[src/rtl/piso_tx.sv]
// piso_tx: parallel-in serial-out transmitter.
// Accepts a WIDTH-bit word over a valid/ready handshake and shifts it out
// LSB first, one bit per clock. A new word can be accepted during the final
// bit cycle of the current one, so consecutive words leave with no idle gap.
// Bit order matches a downstream right-shifting SIPO: data_in[0] ends up in
// the SIPO's out[0] after the last shift.
module piso_tx #(
    parameter int WIDTH = 4
) (
    input  logic             clk,
    input  logic             rst,
    input  logic [WIDTH-1:0] data_in,
    input  logic             in_valid,
    output logic             in_ready,
    output logic             sout,
    output logic             sout_valid,
    output logic             last
);

    localparam int CW = (WIDTH > 1) ? $clog2(WIDTH) : 1;
    localparam logic [CW-1:0] CNT_MAX = CW'(WIDTH - 1);

    typedef enum logic [0:0] {
        ST_IDLE  = 1'b0,
        ST_SHIFT = 1'b1
    } state_t;

    state_t           state_r;
    state_t           state_nxt_s;
    logic [WIDTH-1:0] shreg_r;
    logic [CW-1:0]    cnt_r;
    logic             cnt_at_max_s;
    logic             accept_s;

    // Shared decode: counter sitting on the final bit, and handshake completion.
    always_comb begin
        cnt_at_max_s = (cnt_r == CNT_MAX);
        accept_s     = in_valid && in_ready;
    end

    // State register; reset drops any word in flight immediately.
    always_ff @(posedge clk or negedge rst) begin
        if (!rst) begin
            state_r <= ST_IDLE;
        end else begin
            state_r <= state_nxt_s;
        end
    end

    // Next-state logic: stay in SHIFT across words when a new one is accepted on the last bit.
    always_comb begin
        state_nxt_s = state_r;
        case (state_r)
            ST_IDLE: begin
                if (accept_s) begin
                    state_nxt_s = ST_SHIFT;
                end else begin
                    state_nxt_s = ST_IDLE;
                end
            end
            ST_SHIFT: begin
                if (cnt_at_max_s && !accept_s) begin
                    state_nxt_s = ST_IDLE;
                end else begin
                    state_nxt_s = ST_SHIFT;
                end
            end
            default: begin
                state_nxt_s = ST_IDLE;
            end
        endcase
    end

    // Outputs decoded from registered state only; nothing here depends on inputs.
    always_comb begin
        in_ready   = 1'b0;
        sout       = 1'b0;
        sout_valid = 1'b0;
        last       = 1'b0;
        case (state_r)
            ST_IDLE: begin
                in_ready = 1'b1;
            end
            ST_SHIFT: begin
                in_ready   = cnt_at_max_s;
                sout       = shreg_r[0];
                sout_valid = 1'b1;
                last       = cnt_at_max_s;
            end
            default: begin
                in_ready = 1'b0;
            end
        endcase
    end

    // Datapath: load on accept, otherwise shift right with zero fill until the last bit.
    always_ff @(posedge clk or negedge rst) begin
        if (!rst) begin
            shreg_r <= '0;
            cnt_r   <= '0;
        end else if (accept_s) begin
            shreg_r <= data_in;
            cnt_r   <= '0;
        end else if ((state_r == ST_SHIFT) && !cnt_at_max_s) begin
            shreg_r <= {1'b0, shreg_r[WIDTH-1:1]};
            cnt_r   <= cnt_r + CW'(1);
        end else if (state_r == ST_SHIFT) begin
            // Word finished with nothing queued: park the datapath cleared.
            shreg_r <= '0;
            cnt_r   <= '0;
        end else begin
            shreg_r <= shreg_r;
            cnt_r   <= cnt_r;
        end
    end

endmodule

[config.mk]
export PLATFORM = sky130hd
export DESIGN_NAME = piso_tx
export DESIGN_NICKNAME = d
export VERILOG_FILES = /design/src/rtl/piso_tx.sv
export SDC_FILE = /design/constraint.sdc
export NUM_CORES = 1
export LEC_CHECK = 0
export ABC_AREA = 1
export CORE_AREA = 2 2 39 41
export DETAILED_ROUTE_END_ITERATION = 8
export DIE_AREA = 0 0 41 43
export SYNTH_ARGS = -nofsm -noshare
export SYNTH_HDL_FRONTEND = slang
export SYNTH_SLANG_ARGS = --single-unit
[constraint.sdc]
create_clock -name clk -period 1.8 [get_ports clk]
set_clock_uncertainty 0.1 [all_clocks]
set_input_delay 0.45 -clock clk [delete_from_list [all_inputs] [get_ports clk]]
set_output_delay 0.45 -clock clk [all_outputs]
set_load 0.05 [all_outputs]
# Word level (Yosys, flattened, before mapping)
# Index checks and enable logic that the tools add are counted.
[word_totals] rom_bits=0 in_bits=7 latch_bits=0 mem_count=0 wordCells=25 mem_bits_rw=0 out_inout_bits=4 ff_bits=7
[op_classes] n_mux=13 div=0 bitwise_logic=1 n_reduce_logical=6 shift=0 eq_ne=1 n_addsub=1 magnitude_cmp=0 mul=0
[op_table] operator="2-to-1 mux 4 bit" n=3
[op_table] operator="2-to-1 mux 2 bit" n=3
[op_table] operator="2-to-1 mux 1 bit" n=5
[op_table] operator="one-hot mux 1 bit (2 select lines)" n=2
[op_table] operator="logical AND 1 bit" n=3
[op_table] operator="nonzero test 3 bit" n=1
[op_table] operator="adder 2 x 1 -> 2 bit, second input constant" n=1
[op_table] operator="equality test 2 bit, second input constant" n=1
[op_table] operator="logical NOT 1 bit" n=2
[op_table] operator="inverter 1 bit" n=1

# Depth between registers and ports, before layout
[depth] word_depth=7 ltp_mapped=5 depth_no_buf=5

# Least setup slack after synthesis
# OpenSTA, ideal clock, no wires.
[synth_path] path_kind="reg2out" from="register state_r" to="output port last" arrival_ps=1129 slack_ps=121 path_buffers=0 required_ps=1250 path_stages_with_launch=3 cell_sequence="dfrtp_1 > nand2_1 > inv_1"
[synth_between] elab_chain_len=1
[synth_lines] item="from (decl)" line="28" text="state_t state_r;"
[synth_lines] item="from (signal assigned)" line="46" text="state_r <= state_nxt_s;"
[synth_lines] item="2-to-1 mux 1 bit" line="80" text="case (state_r)"
[synth_lines] item="to (decl)" line="17" text="output logic last"
# Every way passes these cells.

# Worst setup path after layout
[layout_path] from="register cnt_r[1]" to="output port in_ready"
[layout_between] elab_chain_len=2
[layout_lines] item="from (decl)" line="31" text="logic [CW-1:0] cnt_r;"
[layout_lines] item="from (signal assigned)" line="106" text="cnt_r <= cnt_r + CW'(1);"
[layout_lines] item="from (signal assigned)" line="113" text="cnt_r <= cnt_r;"
[layout_lines] item="equality test 2 bit" line="37" text="cnt_at_max_s = (cnt_r == CNT_MAX);"
[layout_lines] item="one-hot mux 1 bit (2 select lines)" line="80"
[layout_lines] item="to (decl)" line="14" text="output logic in_ready,"
# Every way passes these cells.

==> impl_metrics.yaml <==
job:
  maxCapViolations: 0
pwr:
  switching_share: 0.4289
  peakVddDrop_v: 0.001012
  p_leak_nw: 0.2758
  comb_power_share: 0.565
  switchingPower_w: 0.0004156
  pwr-share-seq: 0.278
  pwr-share-clk: 0.157
  power.internal_w: 0.0005535
  power_density_nw_per_um2: 1789
  p_total_w: 0.0009691
setup_path:
  path_class: "reg2out"
  end_kind: "primary output"
  rr_startpoint: "cnt_r[1]"
  rrSetupSlack_ps: 670
  critPathArrivalTime_ps: 1170
  cp_max_fo: 6
  worst_ep_required_time_ps: 1250
  r2r-end: "shreg_r[1]"
  setup.worst_path.start_class: "flip-flop"
  cp-startpoint: "cnt_r[1]"
  reg2reg_depth: 5
cells_and_area:
  fillers: 138
  antenna_cells: 0
  multi_input_area_um2: 157.7
  drive_gt1_frac: 0.3208
  fin_util: 0.3915
  areaGrowthSynthToFinish_pct: 59.19
  nNetsFinal: 62
  regArea_um2: 175.2
global_routing:
  antenna_found_initial: 0
  grt_max_degree: 8
  track_usage: 0.1173
  grt.overflow.total: 0
  grt_pass1_vias: 312
  grt_pass1_wl_um: 1324
routing:
  drtPass1Iterations: 4
  detail-route-antenna-nets: 0
  vias: 304
  viasPerCell: 4.406
  drc: 0
  wire_per_inst_um: 10.90
  drt_wl_total_um: 752
  drt_iter0_markers: 13
clock_tree:
  cts-root-buf: "clkbuf_4"
  clockBufferDepth: 2
  tritoncts: "built"
  hold_buffers: 0
  clk_pin_slew_ps: 60
  clock_sinks: 7
  htreeDepth: 1
  clk-insertion-delay-late_ps: 260
  cts_buffers: 3
synth:
  ys_seq_area_frac: 0.5147
  synth_area_um2: 340.3
  synth-seq-cells: 7
  syn_inst: 38
  synth.distinct_cells: 12
  synth_nets: 46
  yosysWarnings: 0
  avgSynthCellArea_um2: 8.956
sta:
  whs_ps: 358.9
  final.setup.worst_slack_ps: 76.54
  setup_viol: 0
  slew_viol_final: 0
  tightest_slew_ps: 346.2
  hold_viol_final: 0
  rsz0062_at_grt: "no"
  period_minus_slack_ps: 1723
  fin_setup_tns_ps: 0
  fin_crit_sh: 0.9575
  clock.fmax_mhz: 580.2
  relSlewSlack: 0.7685
floorplanning:
  ios: 11
  num_rows: 14
  core_um2: 1384
  design.die.area_um2: 1763
  die_x_um: 41
  die_h_um: 43
  start_util: 0.2459
worst_hold_path:
  min_path_type: "in2async"
placed_design:
  pre_cts_ws_ps: 257.1
  dp_hpwl_um: 527.3
  numPortBuffers: 10
  routabilityCongestion: 0.7837
run_status:
  status: "completed"
metal layers:
layer	global-route usage	wire length, µm	vias up
met4	0.1000	25	0
met2	0.1531	361	11
met3	0.03141	39	3
met5	0	0	-
met1	0.1513	325	138
li1	-	-	152
how the worst max path moves through the flow:
stage,cells after the start,endpoint,slack [ps]
finish,4,in_ready,80
floorplan,2,last,120
global route,4,in_ready,20
detailed placement,4,shreg_r[1],260
global placement,4,in_ready,250
CTS,4,in_ready,20
registers in the layout, indices dropped and copies added (netlist names):
| name | flops |
|---|---|
| cnt_r | 2 |
| shreg_r | 4 |
| state_r | 1 |
timing repair:
| item | in CTS | in global routing |
|---|---|---|
| pin swaps | 0 | 1 |
| setup endpoints to repair | 1 | 1 |
| resized for setup | 2 | 1 |
| setup buffers | 0 | 1 |
stage by stage:
stage,cell area (µm²),std cells
after floorplan,340.3,38
after global placement,500.5,64
after detailed placement,500.5,64
after CTS,534.3,68
after global routing,541.8,69
final,541.8,69
synth_stat cells, drive strengths merged:
master,count,area share
nand2,15,0.17
nand3,7,0.15
nor2,2,0.051
or2,1,0.018
inv,4,0.044
o21ai,1,0.015
ha,1,0.037
dfrtp,7,0.51
power groups by stage:
stage          Combinational [W]  Sequential (W)  Clock [W]
2_1_floorplan           0.000278        0.000282          0
3_3_place_gp            0.000509        0.000272          0
3_5_place_dp            0.000515        0.000273          0
4_1_cts                 0.000532        0.000274   0.000160
5_1_grt                 0.000588        0.000279   0.000169
6_report                0.000548        0.000269   0.000152
critical path, stage by stage, from the launching register on:
cell	delay (ps)
dfrtp_1	380
ha_2	220
inv_2	70
nand2_4	70
buf_12	170
kinds of logic (layout without fill, tap and decap cells):
| group | Yosys count | count (layout) | share of synthesized area |
|---|---|---|---|
| fa+ha+maj | 1 | 1 | 0.03676 |
| flops | 7 | 7 | 0.5147 |
| simple gates | 25 | 25 | 0.3897 |
| compound gates | 1 | 1 | 0.01469 |
| buf+inv | 4 | 19 | 0.04410 |
layout make-up:
type,count,share of cell area
inverter,4,0.02771
tap,16,0.03695
clock buffer,4,0.04850
sequential,7,0.3233
timing repair buffer,11,0.2725
multi-input combinational,27,0.2910
placed cells by master, fill, tap and decap left out:
cell	synthesis	routed
nand2_1	14	14
dfrtp_1	7	7
nand2_4	0	1
nor2_4	1	1
nand3_1	4	4
clkdlybuf4s50_1	0	6
or2_1	1	1
buf_4	0	1
nor2_2	1	1
o21ai_1	1	1
inv_1	3	2
nand3_2	3	3
clkbuf_4	0	3
inv_2	1	2
buf_12	0	4
clkbuf_1	0	1
ha_2	0	1
(Power assumes the default switching activity.)
==> patch: new RTL, config.mk and constraints unchanged <==
Change the parameter `WIDTH` from 4 to 2.
--- a/src/rtl/piso_tx.sv
+++ b/src/rtl/piso_tx.sv
@@ -6,5 +6,5 @@
 // the SIPO's out[0] after the last shift.
 module piso_tx #(
-    parameter int WIDTH = 4
+    parameter int WIDTH = 2
 ) (
     input  logic             clk,
Interface: changed (resized data_in); port bits go from 11 to 9. The function was not compared with the original's and may differ.
==> patch against the original RTL <==
  * Maximum frequency up 9.8%
  * Setup slack better by 150 ps
  * Synthesized cell count down 42%
  * Power down 36%
  * Final area down 37%
  * First-iteration DRC count down 92%
  * Register-to-register slack better by 150 ps
  * Clock power down 31%
  * Via count down 44%
  * Area after synthesis down 47%
  * Wire length down 55%
  * Sequential cell count down 3
  * Critical path type unchanged
  * Largest cell class is now non-clock buffers
==> patch: results (changes against the original RTL) <==
Route
  – Detailed-router iteration count before antenna repair: 2 (was 4)
  – DRT iter0 DRCs: 1 (was 13)
  – Wirelength, routed: 341 microns (was 752 microns)
  – Vias: 171 (was 304)

Placement
  – PortBufs: 8 (was 10)
  – DP Area: 320 sq um (was 500 sq um)
  – Detailed placement HPWL: 292 microns (was 527 microns)
  – DP Cell Count: 46 (was 64)
  – GPL Wtd Cong: 0.564 (was 0.784)
  – Pre-CTS setup slack: 326 ps (was 257 ps)

Logic synthesis
  – Net count after synthesis: 27 (was 46)
  – Syn Inst Count: 22 (was 38)
  – Post-synth cell types: 7 (was 12)
  – Synth top area cells: dfrtp_1 56%, nand2_1 17%, nand3_1 8.3%, inv_1 8.3%, nand3_2 5.6% (was dfrtp_1 51%, nand2_1 15%, nand3_2 8.8%, nand3_1 5.9%, ha_1 3.7%)
  – Seq/Total Area, Yosys: 55.6% (was 51.5%)
  – Post-synth top cells: 8 x nand2_1, 4 x dfrtp_1, 4 x inv_1 (was 14 x nand2_1, 7 x dfrtp_1, 4 x nand3_1)
  – Most common flop cell mapped by yosys: dfrtp_1 (unchanged)

GRT
  – GRT Overall Usage: 6.14% (was 11.7%)
  – Maximum number of pins on one net before global-route repair: 7 (was 8)
  – Initial antenna violation count: 0 (unchanged)
  – First-pass GRT wire length: 641 microns (was 1320 microns)

Setup path
  – Largest delay contributor family on the critical path: flip-flops (unchanged)
  – Max incr delay on CP: 460 ps (was 380 ps)
  – WP data arrival: 1020 ps (was 1170 ps)

Clock tree
  – Maximum clock path buffer count: 2 (unchanged)
  – Post-cts sizing count: 0 (was 2)
  – Worst-path clk slew: 30 ps (was 60 ps)
  – Later-pin clock latency in the skew report: 230 ps (was 260 ps)

Cells and area
  – Layout cells sized above 1: 27.3% (was 32.1%)
  – Final Non-Filler Cells: 49 (was 69)
  – Fillers: 155 (was 138)
  – Max reg flops: 2 (was 4)
  – NumNets Final: 40 (was 62)

Outcome
  – Outcome: complete, no violations (unchanged)

Pwr
  – VDD IR max: 0.000425 V (was 0.00101 V)
  – Pleak: 0.176 nW (was 0.276 nW)

Timing
  – Relative slew slack: 83.8% (was 76.9%)

Die
  – Die X: 41 microns (unchanged)
==> patch: path summary, 6_finish.rpt <==
| check | depth (start not counted) | startpoint | end | slack [ps] |
|---|---|---|---|---|
| worst max-delay path | 2 | state_r | in_ready | 230 |
| worst min-delay path | 1 | rst | shreg_r[0] | 320 |
| worst max register to register | 3 | state_r | shreg_r[0] | 820 |
| worst min register to register | 2 | shreg_r[1] | shreg_r[1] | 380 |
| max in group asynchronous | 1 | rst | cnt_at_max_s | 1110 |
| min in group clk | 2 | shreg_r[1] | shreg_r[1] | 380 |
==> patch: cells by family (layout without fill, tap and decap cells) <==
| kind of cell | Yosys count | count (layout) | synth area share, % |
|---|---|---|---|
| buffers and inverters | 4 | 15 | 8.33 |
| DFF | 4 | 4 | 55.6 |
| and+or+nand+nor | 14 | 14 | 36.1 |
==> patch: metal layers <==
layer,routed length (microns),vias to the layer above,part of all wire [%],GRT usage (%)
met2,166,8,49,7.81
met5,0,-,0,0
li1,-,88,-,-
met3,51,0,15,3.14
met1,123,75,36,5.84
met4,0,0,0,8.00
==> patch: layout make-up <==
cell class              count  share of cell area (%)
repair buffers              8                    35.0
flip-flops and latches      4                    29.2
multi-input cells          14                    19.0
clock buffers               3                    6.57
well taps                  16                    5.84
inverters                   4                    4.38
==> patch: metrics by stage <==
step	util [%]	hold WS, ps
final	24.8	322
after global placement	23.1	370
after detailed placement	23.1	379
after CTS	24.8	318
after floorplan	-	54.4
after global routing	24.8	323
==> patch: worst reg2reg max path: stages, from the launching register on <==
cell and delay, ps:
dfrtp_1 460, nand2_2 150, nand3_2 80, nand3_1 60
==> patch: where the power goes <==
part,internal [W],switching (W),leakage [nW]
sequential,0.000121,0.0000276,0.0487
clock,0.0000741,0.0000310,0.0138
combinational,0.000166,0.000206,0.113
